**src/rtl/output_wormhole_arbiter.sv**
```systemverilog
// output_wormhole_arbiter: round-robin wormhole arbiter that locks one input from HEAD to TAIL and drives a registered output flit.
// Defining OUT_ARB_PKT_CNT_EN enables the forwarded-packet counter on pkt_cnt_o; otherwise pkt_cnt_o is tied to 0.
module output_wormhole_arbiter #(
   parameter int NUM_INPUTS    = 4,
   parameter int FLIT_WIDTH    = 34,
   parameter int PKT_CNT_WIDTH = 16
) (
   input  logic                             clk,
   input  logic                             arst,
   input  logic [NUM_INPUTS-1:0]            req_i,
   input  logic [NUM_INPUTS-1:0]            fin_valid_i,
   input  logic [NUM_INPUTS*FLIT_WIDTH-1:0] fin_data_i,
   output logic [NUM_INPUTS-1:0]            fin_ready_o,
   output logic                             fout_valid_o,
   output logic [FLIT_WIDTH-1:0]            fout_data_o,
   input  logic                             fout_ready_i,
   output logic [PKT_CNT_WIDTH-1:0]         pkt_cnt_o
);
   localparam int PW = $clog2(NUM_INPUTS);
   localparam logic [PW:0] NI = NUM_INPUTS[PW:0];
   typedef enum logic {IDLE, LOCKED} state_t;
   state_t state, state_n;
   logic [PW-1:0] rr_ptr, rr_ptr_n, grant, grant_n, win, sel, sel_inc;
   logic [PW:0] idx;
   logic [NUM_INPUTS-1:0] elig;
   logic pipe_ready, found, act, xfer;
   logic [FLIT_WIDTH-1:0] flit;
   logic [1:0] ftype;
   always_comb begin
      pipe_ready = !fout_valid_o || fout_ready_i;
      for (int k = 0; k < NUM_INPUTS; k++)
         elig[k] = req_i[k] && fin_valid_i[k] &&
                   (fin_data_i[k*FLIT_WIDTH+FLIT_WIDTH-1] == fin_data_i[k*FLIT_WIDTH+FLIT_WIDTH-2]);
      // scan eligible heads starting at rr_ptr, wrapping without a power-of-2 assumption
      found = 1'b0;
      win   = '0;
      idx   = '0;
      for (int i = 0; i < NUM_INPUTS; i++) begin
         idx = {1'b0, rr_ptr} + (PW+1)'(i);
         if (idx >= NI) idx = idx - NI;
         if (!found && elig[idx[PW-1:0]]) begin
            found = 1'b1;
            win   = idx[PW-1:0];
         end
      end
      sel         = (state == LOCKED) ? grant : win;
      act         = (state == LOCKED) || found;
      sel_inc     = (sel == PW'(NUM_INPUTS-1)) ? '0 : sel + 1'b1;
      flit        = fin_data_i[sel*FLIT_WIDTH +: FLIT_WIDTH];
      ftype       = flit[FLIT_WIDTH-1 -: 2];
      fin_ready_o = (act && !arst) ? NUM_INPUTS'(pipe_ready) << sel : '0;
      xfer        = act && pipe_ready && fin_valid_i[sel] && !arst;
      state_n     = state;
      rr_ptr_n    = rr_ptr;
      grant_n     = grant;
      if (xfer && state == IDLE && ftype == 2'b00) begin
         state_n = LOCKED;
         grant_n = sel;
      end else if (xfer && (state == IDLE || ftype == 2'b10)) begin
         state_n  = IDLE;
         rr_ptr_n = sel_inc;
      end
   end
   always_ff @(posedge clk or posedge arst) begin
      if (arst) begin
         state        <= IDLE;
         rr_ptr       <= '0;
         grant        <= '0;
         fout_valid_o <= 1'b0;
         fout_data_o  <= '0;
      end else begin
         state  <= state_n;
         rr_ptr <= rr_ptr_n;
         grant  <= grant_n;
         if (xfer) begin
            fout_valid_o <= 1'b1;
            fout_data_o  <= flit;
         end else if (fout_ready_i) begin
            fout_valid_o <= 1'b0;
         end
      end
   end
`ifdef OUT_ARB_PKT_CNT_EN
   always_ff @(posedge clk or posedge arst) begin
      if (arst) pkt_cnt_o <= '0;
      else if (xfer && ftype[1]) pkt_cnt_o <= pkt_cnt_o + 1'b1;
   end
`else
   assign pkt_cnt_o = '0;
`endif
endmodule

```
**config.mk**
```make
export PLATFORM = sky130hd
export DESIGN_NAME = output_wormhole_arbiter
export DESIGN_NICKNAME = d
export VERILOG_FILES = /design/src/rtl/output_wormhole_arbiter.sv
export SDC_FILE = /design/constraint.sdc
export NUM_CORES = 1
export LEC_CHECK = 0
export BUFFER_PORTS_ARGS = -buffer_cell sky130_fd_sc_hd__buf_2
export CAP_MARGIN = 40
export CORE_UTILIZATION = 43
export DETAILED_ROUTE_END_ITERATION = 8
export PLACE_DENSITY = 0.82
export SLEW_MARGIN = 0
export SYNTH_ARGS = -nofsm -noshare
export SYNTH_HDL_FRONTEND = slang
export SYNTH_SLANG_ARGS = --single-unit
export TNS_END_PERCENT = 30
```
**constraint.sdc**
```tcl
create_clock -name clk -period 3.45 [get_ports clk]
set_input_delay 0 -clock clk [delete_from_list [all_inputs] [get_ports clk]]
set_output_delay 0 -clock clk [all_outputs]
set_load 0.05 [all_outputs]
```
==> After elaboration in Yosys (flattened, before gate mapping) <==
Cells that the tools add are included.
W data, S select, Z words.
{ "op_classes": {"n_addsub": 8, "n_mux": 29, "bitwise": 2, "magnitude_cmp": 9, "shifts": 2, "n_reduce_logical": 30, "eq_ne": 6, "multipliers": 1} }
{ "ops": {"columns": ["op", "count"], "rows": [
  ["$shiftx A136 B9 Y34", 1],
  ["$mux W2", 10],
  ["$logic_and A1 B1 Y1", 18],
  ["$lt A2 B3 Y1 const B", 5],
  ["$mux W1", 13],
  ["$bmux W1 S2", 5],
  ["$ge A3 B3 Y1 const B", 3],
  ["$sub A2 B1 Y2 const B", 4],
  ["$mul A2 B5 Y7 const B", 1],
  ["$add A2 B2 Y3 const B", 2],
  ["$logic_not A1 Y1", 5],
  ["$eq A1 B1 Y1", 4],
  ["$eq A2 B2 Y1 const B", 2],
  ["$mux W4", 1],
  ["$reduce_bool A2 Y1", 2],
  ["$shl A1 B2 Y4", 1],
  ["$add A2 B1 Y3 const B", 1],
  ["$ge A2 B3 Y1 const B", 1],
  ["$logic_or A1 B1 Y1", 3],
  ["$add A2 B1 Y2 const B", 1],
  ["$logic_not A2 Y1", 1],
  ["$not A1 Y1", 2],
  ["$reduce_and A2 Y1", 1]
]} }
{ "word_totals": {"in_bits": 147, "word_cells": 92, "ff_bits": 40, "out_inout_bits": 55} }

==> Logic depth before layout (Yosys ltp) <==
Gate-level depths: netlist (run 1).
{ "depth": {"depth_word": 23, "mapped_depth": 11, "mapped_depth_nobuf": 8} }

==> Least setup slack after synthesis (run 1) <==
OpenSTA, ideal clock, no wires.
{ "synth_timing": {"kind": "register to output", "startpoint": "register rr_ptr[0]", "endpoint": "output fin_ready_o[0]", "slack_ps": 644, "arrival_ps": 2806, "stages_incl_launch_ff": 9, "path_buffers": 3, "required_time_ps": 3450, "cell_sequence": "dfrtp_1 -> buf_4 -> inv_1 -> or3_1 -> a311o_1 -> and2_1 -> buf_6 -> buf_4 -> nor3_1"} }
{ "synth_between": {"elab_chain_len": 17, "word_cells_on_any_way": 42, "cone_classes": "add/sub (7); order compare (4); shift (1); mux (22); reduce/logical (8)"} }
{ "synth_lines": {"columns": ["item", "line", "text"], "rows": [
  ["start, declared", "23", "logic [PW-1:0] rr_ptr, rr_ptr_n, grant, grant_n, win, sel, sel_inc;"],
  ["start signal, assigned", "73", "rr_ptr <= rr_ptr_n;"],
  ["branches (longest 16 deep; another with $add A2 B1 Y3)", null, null],
  ["$mux W4 *", "51", "fin_ready_o = (act && !arst) ? NUM_INPUTS'(pipe_ready) << sel : '0;"],
  ["end, declared", "13", "output logic [NUM_INPUTS-1:0] fin_ready_o,"]
]} }
Mark *: on every way between the ends. The select of a mux whose other input is x is not followed.

==> Worst setup path after layout (run 1) <==
{ "layout_timing": {"startpoint": "register rr_ptr[1]", "endpoint": "register rr_ptr[1]"} }
{ "layout_between": {"elab_chain_len": 23, "word_cells_on_any_way": 57, "cone_classes": "add/sub (8); mul (1); order compare (4); eq/ne (2); shift (1); mux (24); bitwise (1); reduce/logical (16)"} }
{ "layout_lines": {"columns": ["item"], "rows": [
  ["branches (longest 23 deep; another with $add A2 B1 Y3)"]
]} }
Several ways; the timed one is not identified. The select of a mux whose other input is x is not followed.
A chain may end at the register's enable or synchronous reset.

==> impl_results.md, run 1 <==
- Status: finished clean
- Initial Utilization: 44.3%
- Number of I/O pins: 202
- Worst min path class: input pin to flip-flop
- Sequential share of the synthesized area: 33.4%
- Post-route insts no fill: 501
- Die height: 85.4 um
- Count of cell types in the netlist: 47
- Post-Synth Adder-Cell Area: 0%
- GPL Wtd Cong: 0.962
- Crit-path max FO: 18
- Final net count: 567
- RSZ-0062 raised after global routing: false
- Final Power: 4040 uW
- #FFs+latches synth: 40
- Post-synthesis xor/xnor area fraction: 2.05%
- I/O Buffers: 185
- Fraction of registers with async set/reset: 100%
- Number of synthesized flops with an enable pin: 0
- Max Clock Freq: 316 MHz
- Synth top area cells: dfrtp_1 (33%), mux4_2 (24%), mux2_2 (12%)
- Vias per cell: 5.54
- Worst-Margin Slew: 0.502 ns
- Relative slew slack: 66.5%
- Largest net degree at the start of global routing: 41
- CTS H-tree lvls: 2
- Cell Area, Synth: 0.00299 mm^2
- Cell taking the most area after synthesis: dfrtp_1
- First-pass detailed-route iteration total: 4
- Final Util: 59.7%
- Synth Flop Type: dfrtp_1
- Vias in the first global route: 2827
- Die Footprint: 0.00730 mm^2
- Antenna-violating nets left: 0
- CTS clk-pin slew, worst paths: 0.08 ns
- Via Count: 2777
- Worst Path Required: 3.64 ns
- CTS buffer count: 5
- Worst Clk Skew: 0.00216 ns
- Clock insertion delay at the later pin of the skew report: 0.28 ns
- Crit. End Element: flip-flop
- # placed instances: 491
- Ant. Diodes: 0
- Total global routing overflow: 0
- Max-cap violations: 0
- DR iter-0 viols: 188
- Min Clock Period, post-route: 3.16 ns
- Static leakage: 0.00195 uW
- CTS max path bufs: 2
- Peak VDD IR: 0.000479 V
- Final WL: 8100 um
- Kind of critical path: flip-flop to flip-flop
- Pins Over Slew Limit: 0
- PD cells: 1000 mW/mm^2
- Tcrit/Tclk final: 91.7%
- Core ar.: 0.00676 mm^2
- HPWL Detailed: 6490 um
- Synth Area in Simple Gates: 7.27%
- Post-synthesis mux area share: 38.0%
- # resized after CTS: 0
- Ratio of cells with drive above 1 in the final layout: 65.3%
- CP startpoint kind: flip-flop
- Syn Area/Cell: 12.7 um^2
- First-pass GRT wire length: 12900 um
- Worst Path Arrival: 3.35 ns
- DRC viols: 0
- Hold Vio Cnt, Final: 0
- Row cnt: 30
- Layout area overhead: 34.8%
- Final setup violation count: 0
- Post-Synthesis Cells: 235
- Total negative slack: 0 ns
- Synth Area in Compound Gates: 10.7%
- Cell at the root of the clock tree: clkbuf_8
- Mean routed wirelength per cell: 16.2 um
- Synth top area share: 33.4%
- Aggregate global-route resource usage: 22.6%
- CTS tree: yes
- DIE WIDTH: 85.4 um
- Initial antenna violation count: 0
- Yosys warns: 0
- Num Clock Sinks: 40
- Filler instances: 568
- Main combinational cell family by area after synthesis: multiplexers
- R2r setup slk: 0.29 ns
## per-stage QoR
step                      hold WS [ns]  cell area (um^2)  setup slack (ns)
final                            0.159              4040             0.287
after floorplan                 0.0964              3050             0.644
after CTS                        0.150              4040             0.371
after global placement           0.196              3910             0.461
after global routing             0.147              4040             0.187
after detailed placement         0.213              3910             0.399
## sequential cells by signal, indices dropped and copies added, names as in the netlist
name and cells:
fout_data_o 34, fout_valid_o 1, grant 2, rr_ptr 2
state 1
## what timing repair did
action	4_1_cts	5_1_grt
setup buffers	0	0
hold buffers	2	0
hold endpoints to repair	41	0
## cell usage after synthesis, types with 2 or more instances
cell type  count
mux4_2        32
mux2_2        33
o211ai_1       3
nand2_1       18
nor2_1         7
a31oi_1        4
buf_6          3
and2_1         2
o41ai_1        2
xnor2_1        3
mux2i_1        2
o21a_1         2
or3_1          2
dfrtp_1       40
buf_2          4
nor4_1         2
buf_4         22
xor2_1         4
clkbuf_1       3
nor3_1         4
o21ai_0        3
o32ai_1        4
nand3_1        3
o22ai_1        2
inv_1          5
a211oi_1       5
## cell type report
cell class / count / area [um^2] / area share (%)
repair buffers: 195 / 1010 / 24.9
inverters: 5 / 18.8 / 0.465
well taps: 80 / 100 / 2.48
clock buffers: 6 / 72.6 / 1.80
clock inverters: 2 / 35.0 / 0.868
multi-input cells: 173 / 1800 / 44.7
flip-flops and latches: 40 / 1000 / 24.8
## placed cells by master, fill, tap and decap left out, types with 2 or more instances in the layout
cell type | netlist | final
mux2_2 | 33 | 33
a211oi_1 | 5 | 5
nor2_1 | 7 | 7
a31oi_1 | 4 | 4
mux2i_1 | 2 | 2
o21ai_0 | 3 | 3
nand2_1 | 18 | 18
o32ai_1 | 4 | 4
inv_1 | 5 | 4
xnor2_1 | 3 | 3
buf_2 | 4 | 185
clkbuf_8 | 0 | 5
buf_4 | 22 | 8
nand3_1 | 3 | 3
nor4_1 | 2 | 2
nor3_1 | 4 | 4
xor2_1 | 4 | 4
dlygate4sd3_1 | 0 | 2
dfrtp_1 | 40 | 40
o211ai_1 | 3 | 3
o22ai_1 | 2 | 2
mux4_2 | 32 | 32
conb_1 | 1 | 16
o41ai_1 | 2 | 2
or3_1 | 2 | 2
o21a_1 | 2 | 2
## critical path, stage by stage (launching register included)
cell	delay (ns)
dfrtp_1	0.55
and3_1	0.30
a211oi_1	0.36
nor2_1	0.14
o31ai_4	0.37
buf_4	0.33
a211oi_1	0.16
or2_1	0.35
mux2_2	0.30
o31ai_1	0.22
## kinds of logic (layout without fill, tap and decap cells)
family | Yosys count | after routing
buffers and inverters | 37 | 208
AOI/OAI and AO/OA | 38 | 38
DFF | 40 | 40
muxes | 69 | 69
other | 1 | 16
xor gates and xnor gates | 7 | 7
and+or+nand+nor | 43 | 43
## per-layer routing
metal / vias to the layer above / wire length, um / global-route usage [%]
met2: 170 / 4240 / 42.6
met5: - / 0 / 0
li1: 1264 / - / -
met1: 1329 / 3110 / 25.8
met4: 0 / 108 / 5.76
met3: 14 / 634 / 5.06
## worst paths after layout
check / end / start / cells after the start
min in group asynchronous: grant[0] / arst / 4
min reg2reg: fout_data_o[32] / fout_data_o[32] / 2
min: fout_data_o[16] / fin_data_i[50] / 3
max reg2reg: rr_ptr[1] / rr_ptr[1] / 9
max: rr_ptr[1] / rr_ptr[1] / 9
max in group asynchronous: fout_data_o[4] / arst / 4
## power breakdown
group,switching (uW),internal (uW)
clock network,158,215
logic,1680,1100
registers,165,713
total,2010,2030
(Power assumes the default switching activity.)
==> inputs of run 2 (changes only) <==
--- a/config.mk
+++ b/config.mk
@@ -7,6 +7,8 @@
 export LEC_CHECK = 0
 export BUFFER_PORTS_ARGS = -buffer_cell sky130_fd_sc_hd__buf_2
 export CAP_MARGIN = 40
+export CORE_ASPECT_RATIO = 0.9
+export CORE_MARGIN = 3
 export CORE_UTILIZATION = 43
 export DETAILED_ROUTE_END_ITERATION = 8
 export PLACE_DENSITY = 0.82
==> run 2 against run 1 <==
  * Clock-buffer cell count is the same
  * Maximum frequency shrank 0.33%
  * Largest cell class unchanged
  * Clock power is 16% lower
  * Highest routed layer unchanged
  * Global-route usage down 1.9 points
  * Largest power group unchanged
==> impl_results.md, run 2 (synthesis results as in run 1) <==
- Switch share: 50.3%
- GPL Wtd Cong: 0.936
- DR iter-0 viols: 170
- First-pass GRT wire length: 13100 um
- CTS tree: yes
- CTS H-tree lvls: 2
- Max reg flops: 34
- Int Power: 1970 uW
- Initial Utilization: 45.0%
- Commonest non-fill, non-tap cell in the layout: buf_2
- Row cnt: 28
- Layout area overhead: 34.5%
- Worst-Margin Slew: 0.680 ns
- Vias in the first global route: 2840
- Aggregate global-route resource usage: 20.7%
- Crit. End Element: flip-flop
- Vias per cell: 5.28
- Tcrit/Tclk final: 92.0%
- Seq pwr share: 21.8%
- Worst min path class: input pin to flip-flop
- Die height: 85.1 um
- Commonest cells after routing, fill and taps aside: buf_2 (185), dfrtp_1 (40), mux2_2 (33)
- Via Count: 2691
- Max-cap violations: 0
- I/O Buffers: 185
- Gate power share: 70.3%
- Total negative slack: 0 ns
- Sw power: 1990 uW
- # resized after CTS: 0
- Pins Over Slew Limit: 0
- Kind of critical path: flip-flop to flip-flop
- CTS max path bufs: 2
- Post-route insts no fill: 510
- HPWL Detailed: 6970 um
- Total global routing overflow: 0
- Biggest registers after layout: fout_data_o: 34 flops, grant: 2 flops, rr_ptr: 2 flops
- CP startpoint kind: flip-flop
- Ratio of cells with drive above 1 in the final layout: 65.5%
- Static leakage: 0.00194 uW
- PD cells: 983 mW/mm^2
- Num Clock Sinks: 40
- Relative slew slack: 54.6%
- Min Clock Period, post-route: 3.17 ns
- Final net count: 566
- Worst Clk Skew: 0.00643 ns
- Filler instances: 590
- CTS clk-pin slew, worst paths: 0.08 ns
- Antenna-violating nets left: 0
- # placed instances: 500
- Clock insertion delay at the later pin of the skew report: 0.28 ns
- FF/Latch Area: 0.00100 mm^2
- Worst Path Required: 3.64 ns
- CTS buffer count: 5
- First-pass detailed-route iteration total: 4
- Number of I/O pins: 202
- Post-DP Area: 0.00391 mm^2
- Core ar.: 0.00666 mm^2
- Final WL: 8490 um
- Hold Vio Cnt, Final: 0
- Largest net degree at the start of global routing: 41
- DRC viols: 0
- Number of setup buffers added after CTS: 0
- Ant. Diodes: 0
- Mean routed wirelength per cell: 16.6 um
- Final setup violation count: 0
- Fin area: 0.00403 mm^2
- Cell at the root of the clock tree: clkbuf_8
- WHS: 0.159 ns
- Initial antenna violation count: 0
- Max Clock Freq: 315 MHz
- Largest reg by FF count: fout_data_o
- Peak VDD IR: 0.000446 V
- Multi-input logic area: 0.00180 mm^2
- Clock power share: 7.9%
- DIE WIDTH: 93.9 um
- Crit-path max FO: 29
- Die Footprint: 0.00800 mm^2
- RSZ-0062 raised after global routing: false
- Status: finished clean
- Worst Path Arrival: 3.36 ns
run 2: area by class of cell:
type,count,area share (%)
multi-input cells,173,44.8
flip-flops and latches,40,24.9
repair buffers,194,24.8
well taps,90,2.80
clock buffers,6,2.05
inverters,5,0.466
clock inverters,2,0.249
run 2: stage by stage:
stage          setup slack (ns)  total power [uW]  util [%]
2_1_floorplan             0.644              3150         -
3_5_place_dp              0.287              3680      58.8
4_1_cts                   0.281              4010      60.5
3_3_place_gp              0.428              3600      58.8
5_1_grt                  0.0730              4220      60.5
6_report                  0.276              3960      60.5
run 2: worst max-delay path, cell delays in order, from the launching register on:
cell and delay (ns):
dfrtp_1 0.53, and3_1 0.28, a211oi_1 0.33, nor2_1 0.14, o31ai_4 0.30, buf_4 0.43, a211oi_1 0.21, or2_1 0.35
mux2_2 0.30, o31ai_1 0.22
run 2: final timing paths:
check | from | endpoint | slack, ns | depth (start not counted)
worst min-delay path | fin_data_i[17] | fout_data_o[17] | 0.16 | 3
worst max register to register | rr_ptr[1] | rr_ptr[1] | 0.28 | 9
max in group asynchronous | arst | fout_data_o[32] | 2.63 | 4
min in group asynchronous | arst | fout_data_o[18] | 0.47 | 4
worst max-delay path | rr_ptr[1] | rr_ptr[1] | 0.28 | 9
worst min register to register | fout_data_o[33] | fout_data_o[33] | 0.49 | 2
run 2: power groups by stage:
| stage | logic (uW) | clock network [uW] | registers [uW] |
|---|---|---|---|
| floorplan | 1580 | 0 | 1570 |
| global placement | 2750 | 0 | 857 |
| detailed placement | 2810 | 0 | 873 |
| CTS | 2820 | 327 | 864 |
| global route | 2980 | 347 | 896 |
| finish | 2780 | 313 | 861 |
run 2: layer usage:
layer	global-route usage, %	share of wire (%)	up-vias
met1	24.1	37	1284
met3	5.94	10	2
met5	0	0	-
met2	38.5	52	150
met4	3.02	0.24	0
li1	-	-	1255
run 2: what timing repair did:
item	CTS	global route
endpoints found under the setup margin	0	0
endpoints found under the hold margin	41	0
hold buffers	2	0
==> inputs of run 3 (changes only) <==
--- a/config.mk
+++ b/config.mk
@@ -12,6 +12,7 @@
 export CORE_UTILIZATION = 43
 export DETAILED_ROUTE_END_ITERATION = 8
 export PLACE_DENSITY = 0.82
+export REMOVE_ABC_BUFFERS = 1
 export SLEW_MARGIN = 0
 export SYNTH_ARGS = -nofsm -noshare
 export SYNTH_HDL_FRONTEND = slang
==> run 3 against run 2 <==
  * Cell count down 0.20%
  * Routed wire length decreased by 1.5%
  * First-iteration DRC count increased by 27%
  * Combinational power hardly changed
  * Power shrank 0.59%
  * Sequential cell count unchanged
  * Utilization fell by 0.23 points
  * Final area is 0.37% lower
  * Hold slack better by 0.0074 ns
  * Critical endpoint is now rr_ptr[0]
==> impl_results.md, run 3 (synthesis results as in run 1) <==
- Largest net degree at the start of global routing: 41
- CTS buffer count: 5
- Ant. Diodes: 0
- Initial Utilization: 45.0%
- Peak VDD IR: 0.000462 V
- Status: finished clean
- Ratio of cells with drive above 1 in the final layout: 65.4%
- RSZ-0062 raised after global routing: false
- Worst slack at placement: 0.452 ns
- Relative slew slack: 66.0%
- Kind of critical path: flip-flop to flip-flop
- Worst Path Required: 3.67 ns
- Vias in the first global route: 2873
- Total global routing overflow: 0
- Max Clock Freq: 325 MHz
- Static leakage: 0.00193 uW
- Core ar.: 0.00666 mm^2
- Min Clock Period, post-route: 3.07 ns
- Worst-Margin Slew: 0.510 ns
- CP Cell Sequence: and3_1, a211oi_1, nor2_1, o31ai_4, mux2i_1, a211o_2, buf_4, o41ai_1, or3_1
- DIE WIDTH: 93.9 um
- Row cnt: 28
- HPWL Detailed: 6970 um
- Slack of the critical path: 0.377 ns
- Hold_buf cts: 2
- First-pass GRT wire length: 13200 um
- Final net count: 566
- # resized after CTS: 0
- PD cells: 981 mW/mm^2
- Cell at the root of the clock tree: clkbuf_8
- CTS max path bufs: 2
- Final setup violation count: 0
- Slowest CP cell: dfrtp_1
- Antenna-violating nets left: 0
- Worst Clk Skew: 0.00501 ns
- Commonest cells after routing, fill and taps aside: buf_2 (185), dfrtp_1 (40), mux2_2 (33)
- Biggest registers after layout: fout_data_o: 34 flops, grant: 2 flops, rr_ptr: 2 flops
- Worst Path Buf+Inv: 1
- Max-cap violations: 0
- Clock insertion delay at the later pin of the skew report: 0.28 ns
- DR iter-0 viols: 216
- Initial antenna violation count: 0
- I/O Buffers: 185
- Die height: 85.1 um
- Max reg flops: 34
- Aggregate global-route resource usage: 20.7%
- Vias per cell: 5.42
- Pins Over Slew Limit: 0
- Number of I/O pins: 202
- CTS clk-pin slew, worst paths: 0.07 ns
- Via Count: 2759
- GPL Wtd Cong: 0.933
- DRC viols: 0
- Num Clock Sinks: 40
- Commonest non-fill, non-tap cell in the layout: buf_2
- Final WL: 8370 um
- Crit-path max FO: 19
- Tcrit/Tclk final: 89.1%
- Layout area overhead: 34.0%
- Post-DP Area: 0.00391 mm^2
- Delay of the slowest cell on the worst path: 0.53 ns
- Worst Path Arrival: 3.29 ns
- Number of setup buffers added after CTS: 0
- Mean routed wirelength per cell: 16.4 um
- Worst min path class: input pin to flip-flop
- Largest reg by FF count: fout_data_o
- Fin area: 0.00401 mm^2
- Cell family with most CP delay: compound AO/OA/AOI/OAI gates
- CTS tree: yes
- CTS H-tree lvls: 2
- CP startpoint kind: flip-flop
- First-pass detailed-route iteration total: 4
- Die Footprint: 0.00800 mm^2
- Hold Vio Cnt, Final: 0
- Crit. End Element: flip-flop
[run 3: routing by layer]
metal / up-vias / global-route usage [%] / share of wire, %
met5: - / 0 / 0
met2: 142 / 37.6 / 53
met4: 0 / 5.38 / 1.3
met1: 1348 / 25.3 / 37
li1: 1259 / - / -
met3: 10 / 3.90 / 8.2
[run 3: cell type report]
cell class | count | area [um^2]
flip-flops and latches | 40 | 1000
clock inverters | 1 | 5.00
fillers | 564 | 2650
repair buffers | 194 | 998
inverters | 5 | 18.8
multi-input cells | 173 | 1800
well taps | 90 | 113
clock buffers | 6 | 72.6
[run 3: worst register-to-register path: cells and delay by family, from the launching register on]
family	cells	cell delay (ns)
AO/OA/AOI/OAI	4	1.54
AND/OR/NAND/NOR	3	0.59
flip-flops	1	0.53
buffers and inverters	1	0.23
multiplexers	1	0.14
[run 3: worst paths after layout]
| path | slack [ns] | start | cells past startpoint | to |
|---|---|---|---|---|
| max reg2reg | 0.38 | rr_ptr[1] | 9 | rr_ptr[0] |
| min in group asynchronous | 0.42 | arst | 4 | fout_data_o[2] |
| max | 0.38 | rr_ptr[1] | 9 | rr_ptr[0] |
| min reg2reg | 0.50 | fout_data_o[32] | 2 | fout_data_o[32] |
| max in group asynchronous | 2.68 | arst | 4 | fout_data_o[32] |
| min | 0.17 | fin_data_i[34] | 3 | fout_data_o[0] |
[run 3: where the power goes]
group	internal, uW	total, uW	switching, uW
sequential	713	873	159
combinational	1090	2770	1680
clock	138	286	148
[run 3: through the flow]
step,power [uW],TNS (ns),hold WS [ns],cells,util (%)
after floorplan,3040,-21.23,0.0964,218,-
after global placement,3610,0,0.191,500,58.8
after detailed placement,3680,0,0.203,500,58.8
after CTS,3980,0,0.154,509,60.2
after global routing,4200,0,0.161,509,60.2
final,3930,0,0.166,509,60.2
